==> config.mk <==
export PLATFORM = sky130hd
export DESIGN_NAME = pkt_arbiter
export DESIGN_NICKNAME = d
export VERILOG_FILES = /design/src/rtl/pkt_arbiter.sv
export SDC_FILE = /design/constraint.sdc
export NUM_CORES = 1
export LEC_CHECK = 0
export CELL_PAD_IN_SITES_DETAIL_PLACEMENT = 0
export CELL_PAD_IN_SITES_GLOBAL_PLACEMENT = 2
export CORE_UTILIZATION = 12
export CTS_CLUSTER_SIZE = 30
export DETAILED_ROUTE_END_ITERATION = 16
export PLACE_DENSITY = 0.85
export REMOVE_ABC_BUFFERS = 1
export SETUP_SLACK_MARGIN = 0.02
export SLEW_MARGIN = 20
export SYNTH_ARGS = -nofsm -noshare
export SYNTH_HDL_FRONTEND = slang
export SYNTH_SLANG_ARGS = --single-unit
==> constraint.sdc <==
create_clock -name clk -period 2.3 [get_ports clk]
set_input_delay 0.69 -clock clk [delete_from_list [all_inputs] [get_ports clk]]
set_output_delay 0.69 -clock clk [all_outputs]
set_load 0.02 [all_outputs]
==> src/rtl/pkt_arbiter.sv <==
// pkt_arbiter: round-robin arbiter that grants one whole packet at a time to a shared parser input.
// Define PKT_ARB_LENCHK_EN to compile in the header length check (len_err/err_port).
module pkt_arbiter #(
  parameter int NUM_PORTS = 4
) (
  input  logic                         clk,
  input  logic                         reset,
  input  logic [NUM_PORTS*32-1:0]      in_data,
  input  logic [NUM_PORTS-1:0]         in_val,
  output logic [NUM_PORTS-1:0]         in_ready,
  input  logic [NUM_PORTS-1:0]         in_last,
  output logic [31:0]                  out_data,
  output logic                         out_val,
  input  logic                         out_ready,
  output logic                         out_last,
  output logic [$clog2(NUM_PORTS)-1:0] grant_port,
  output logic                         busy,
  output logic                         len_err,
  output logic [$clog2(NUM_PORTS)-1:0] err_port
);
  localparam int PW = $clog2(NUM_PORTS);
  typedef enum logic {IDLE, GRANT} state_t;
  state_t r_state, w_next;
  logic [PW-1:0] r_rr_ptr, r_grant_port, w_pick, w_idx;
  logic w_xfer;
  always_ff @(posedge clk)
    r_state <= reset ? IDLE : w_next;
  always_ff @(posedge clk)
    if (reset) begin
      r_rr_ptr     <= '0;
      r_grant_port <= '0;
    end else if (r_state == IDLE && |in_val)
      r_grant_port <= w_pick;
    else if (w_xfer && out_last)
      r_rr_ptr <= (r_grant_port == PW'(NUM_PORTS - 1)) ? '0 : r_grant_port + PW'(1);
  // descending scan so the smallest offset from rr_ptr wins
  always_comb begin
    w_pick = r_rr_ptr;
    w_idx  = '0;
    for (int k = NUM_PORTS - 1; k >= 0; k--) begin
      w_idx = PW'((int'(r_rr_ptr) + k) % NUM_PORTS);
      if (in_val[w_idx]) w_pick = w_idx;
    end
  end
  always_comb begin
    busy     = r_state == GRANT;
    out_data = busy ? in_data[32*r_grant_port +: 32] : '0;
    out_val  = busy & in_val[r_grant_port];
    out_last = busy & in_last[r_grant_port];
    in_ready = busy ? NUM_PORTS'(out_ready) << r_grant_port : '0;
    w_xfer   = out_val & out_ready;
    w_next   = busy ? ((w_xfer & out_last) ? IDLE : GRANT) : (|in_val ? GRANT : IDLE);
  end
  assign grant_port = r_grant_port;
`ifdef PKT_ARB_LENCHK_EN
  logic          r_first, r_len_err, w_bad;
  logic [15:0]   r_cnt, w_cnt, w_len;
  logic [16:0]   r_exp, w_exp;
  logic [PW-1:0] r_err_port;
  // header fields are taken from the beat in flight so single-beat packets are checked too
  always_comb begin
    w_len = {out_data[23:16], out_data[31:24]};
    w_cnt = r_first ? 16'd1 : (&r_cnt ? r_cnt : r_cnt + 16'd1);
    w_exp = r_first ? (17'(w_len) + 17'd3) >> 2 : r_exp;
    w_bad = w_xfer & out_last & ({1'b0, w_cnt} != w_exp);
  end
  always_ff @(posedge clk)
    if (reset) begin
      r_first    <= 1'b1;
      r_cnt      <= '0;
      r_exp      <= '0;
      r_len_err  <= 1'b0;
      r_err_port <= '0;
    end else begin
      r_len_err <= w_bad;
      if (w_bad) r_err_port <= r_grant_port;
      if (!busy) begin
        r_first <= 1'b1;
        r_cnt   <= '0;
      end else if (w_xfer) begin
        r_first <= 1'b0;
        r_cnt   <= w_cnt;
        r_exp   <= w_exp;
      end
    end
  assign len_err  = r_len_err;
  assign err_port = r_err_port;
`else
  assign len_err  = 1'b0;
  assign err_port = '0;
`endif
endmodule

=== Yosys cells after proc, flatten, opt, wreduce, memory -nomap -nowiden ===
Cells that the tools add are included.
Widths: inputs -> output; s select.

* Input bits: 139
* Word-level logic and storage cells: 47
* Register bits: 5

* Reduce and logical (&&, ||, !) cells: 4
* Bitwise operators: 6
* Mux-type cells: 22
* $lt $le $gt $ge: 5
* $add $sub $neg: 4
* Shift-type cells: 2
* Equal/unequal tests: 1

{| class="wikitable"
|+ Operator list
! kind !! number
|-
| $shiftx 128x8->32 || 1
|-
| $mux 32 || 1
|-
| $lt 2x3->1 const B || 5
|-
| $bmux 1 s2 || 6
|-
| $mux 2 || 5
|-
| $mux 1 || 9
|-
| $add 2x1->2 const B || 2
|-
| $add 2x2->2 const B || 2
|-
| $and 1x1->1 || 4
|-
| $mux 4 || 1
|-
| $reduce_or 4->1 || 1
|-
| $shl 1x2->4 || 1
|-
| $eq 2x2->1 const B || 1
|-
| $logic_and 1x1->1 || 2
|-
| $not 1->1 || 2
|-
| $reduce_and 2->1 || 1
|}

=== Logic depth before layout (Yosys ltp) ===
* Depth after elaboration: 7
* Depth in mapped cells: 6
* Mapped depth without buffers: 4

=== Worst setup path after synthesis ===
OpenSTA, ideal clock, no wires.

* Path type: reg2out
* Start point: register r_grant_port[0], in the netlist grant_port[0]
* End point: output out_data[16]
* Arrival time: 1,590 ps
* Cell stages (with the launch flop): 6
* Path buffers: 3
* Required time: 1,610 ps
* Setup slack: 20 ps
* Path through: dfxtp_1 -> buf_6 -> buf_12 -> buf_12 -> mux4_2 -> and2_1

* Word-level cells in the longest chain between the ends: 2

{| class="wikitable"
|+ RTL lines
! what !! line !! source
|-
| from (decl) || 24 || <nowiki>logic [PW-1:0] r_rr_ptr, r_grant_port, w_pick, w_idx;</nowiki>
|-
| from (signal assigned) || 33 || <nowiki>r_grant_port <= w_pick;</nowiki>
|-
| $shiftx 128x8->32 || 47 || <nowiki>out_data = busy ? in_data[32*r_grant_port +: 32] : '0;</nowiki>
|-
| $mux 32 || 47 ||
|-
| to (decl) || 12 || <nowiki>output logic [31:0] out_data,</nowiki>
|}

No other way between the ends.

=== Worst setup path in the final report ===
* Start point: register r_grant_port[0], in the netlist grant_port[0]
* End point: output out_data[18]

The elaborated chain is that of the path after synthesis.

==> out/qor.txt <==
Final Util: 0.3239
Vias per cell: 4.013
R2r startpoint: grant_port[0]$_SDFFE_PP0P_
Critical Path Source Type: register
Grt ovf: 0
Tcrit/Tclk final: 1.021
Die area: 0.01245 mm²
Fmax: 425.7 MHz
Vias: 1882
Top cells by count, synth: and2_1, mux4_2, nor2_1
Syn_area_per_cell: 11.09 µm²
Critical path arrival: 1.66 ns
Gpl congestion: 0.8054
Post-synth EDFFs: 0
Clk pwr share: 0.183
Layout cells sized above 1: 0.4755
Crit path time final: 2.349 ns
Pwr dens: 419.7 mW/mm²
Sequential element share of the synthesized area: 0.06944
Compound-Gate Fraction of Synth Area: 0.04948
RSZ-0062 raised after global routing: true
Failing checks: DRC, setup timing
Mapped Cells: 130
Status: finished, violations left
Remaining DRCs: 10
Dpl hpwl: 6118 µm
DRT Pass-1 Iters: 10
Combinational Power Share: 0.740
Antenna-violating nets left: 0
Site row count: 39
Mapped Area: 0.001441 mm²
Synth unique cells: 32
Final non-filler cell total: 469
Clock sink total: 5
Area growth, synth to finish: 159.9%
Primary FF master, synth: dfxtp_1
Ant. Diodes: 0
Sequential power share: 0.077
Gr usage total: 0.1187
CTS Root Cell: clkbuf_16
Int Power: 1045 µW
Leakage: 0.001558 µW
Initial antenna violation count: 0
Initial core utilization: 0.1246
CTS H-tree lvls: 1
Crit end category: output pin
Largest family of logic cells by synthesized area: multiplexers
Synth warn: 0
CTS Buffer Depth: 2
Pre-CTS setup slack: -0.7645 ns
Global-route wire length before repair: 11340 µm
Hold wc startpoint: r_rr_ptr[0]$_SDFFE_PP0P_
Clock Skew: 0.002311 ns
WL/cell: 15.82 µm
CP required: 1.61 ns
Synth Register Bits: 5
Yosys top cell area share: 0.4688
Detailed Route Iter0 Violations: 50
Most common cell in the netlist: and2_1
Post-synthesis adder-cell area fraction: 0.008681
Mux contribution to synthesized area: 0.5443
CTS clk-pin slew, worst paths: 0.03 ns
Final Max Tran Viols: 0
DP Cell Count: 456
I/O Pins: 183
Crit path max fanout: 5
Nets: 467
Setup ws final: -0.04882 ns
Sw frac: 0.3354
Die W: 111.6 µm
Vias in the first global route: 2079
Total Power Consumption: 1572 µW
XOR/XNOR Fraction of Synth Area: 0
Hold Crit Class: register to register
Synth async-reset ratio: 0
CORE AREA: 0.01156 mm²
Metal2 WL: 4032 µm
Dominant cell type by area after synthesis: mux4_2
Largest net degree at the start of global routing: 24
Top cells by area, synth: mux4_2, and2_1, dfxtp_1, mux4_1, buf_12
Worst VDD drop: 0.2885 mV
Simple-gate share of the synthesized area: 0.2361
Critical path class: register to output pin
CP Launch Point: grant_port[0]$_SDFFE_PP0P_
Met3 Wirelength: 394 µm
Switch Pwr: 527.3 µW
Final setup fails: 17
Inserted Clock Buffers: 3
TritonCTS clock tree: built
I/O Buffers: 179
Die Height: 111.6 µm
Met1 Wirelength: 2845 µm
Final hold vios: 0
Max Used Layer: met4
Clk Latency, worst-skew pair: 0.23 ns
Max-Cap Viols: 0
Routed Wire Length: 7421 µm
power groups by stage:
stage	sequential [µW]	combinational (µW)	clock, µW
after floorplan	175	405	0
after detailed placement	121	1060	0
after CTS	121	1180	294
final	121	1160	287
after global routing	124	1240	302
after global placement	122	1050	0
sequential cells by signal, indices dropped and copies added (netlist names):
signal      count
busy            1
grant_port      2
r_rr_ptr        2
through the flow:
step | hold WS [ns] | cell area, µm² | TNS [ns]
global placement | 0.5253 | 3486 | -23.41
global route | 0.5805 | 3746 | -1.755
CTS | 0.5371 | 3735 | -0.4678
finish | 0.5408 | 3746 | -0.3257
detailed placement | 0.5303 | 3486 | -23.61
floorplan | 0.4848 | 1328 | -38.87
routing by layer:
metal,track usage,vias to the layer above
met2,0.2267,66
met1,0.1317,911
met5,0,-
li1,-,893
met3,0.02450,12
met4,0.03333,0
placed cells by master (no fill, tap or decap), drive strengths merged, types with 4 or more instances in the layout:
| cell | instances |
|---|---|
| mux4 | 33 |
| and2 | 34 |
| clkdlybuf4s15 | 118 |
| dfxtp | 5 |
| dlygate4sd2 | 4 |
| clkbuf | 4 |
| nor2 | 7 |
| buf | 79 |
worst paths after layout:
path              slack, ns  depth (start not counted)                  endpoint
setup / recovery      -0.05                          5              out_data[18]
hold / removal         0.54                          2  r_rr_ptr[0]$_SDFFE_PP0P_
setup reg to reg       0.62                          5  r_rr_ptr[0]$_SDFFE_PP0P_
hold reg to reg        0.54                          2  r_rr_ptr[0]$_SDFFE_PP0P_
cell type report:
type	count	area, µm²
clock buffers	4	78.83
flip-flops and latches	5	106.4
well taps	143	178.9
repair buffers	206	2078
multi-input cells	109	1296
fillers	1193	7819
inverters	2	7.507
logic make-up (layout without fill, tap and decap cells):
group / after synthesis / count (layout)
muxes: 36 / 36
adders and majority gates: 1 / 1
AOI/OAI and AO/OA: 11 / 11
other: 1 / 3
and+or+nand+nor: 58 / 58
buffers and inverters: 18 / 212
DFF: 5 / 5
worst max-delay path, stage by stage (launching register included):
cell     delay (ns)
dfxtp_4        0.38
buf_6          0.13
buf_12         0.12
mux4_2         0.50
and2_4         0.17
buf_6          0.12
what timing repair did:
action                                  in CTS  in global routing
gates resized for setup                    556                  4
pin swaps                                   20                  1
cloned                                       3                  0
endpoints found under the setup margin      39                 38
buffers inserted                             6                  0
hold buffers                                 0                  0
(Power assumes the default switching activity.)
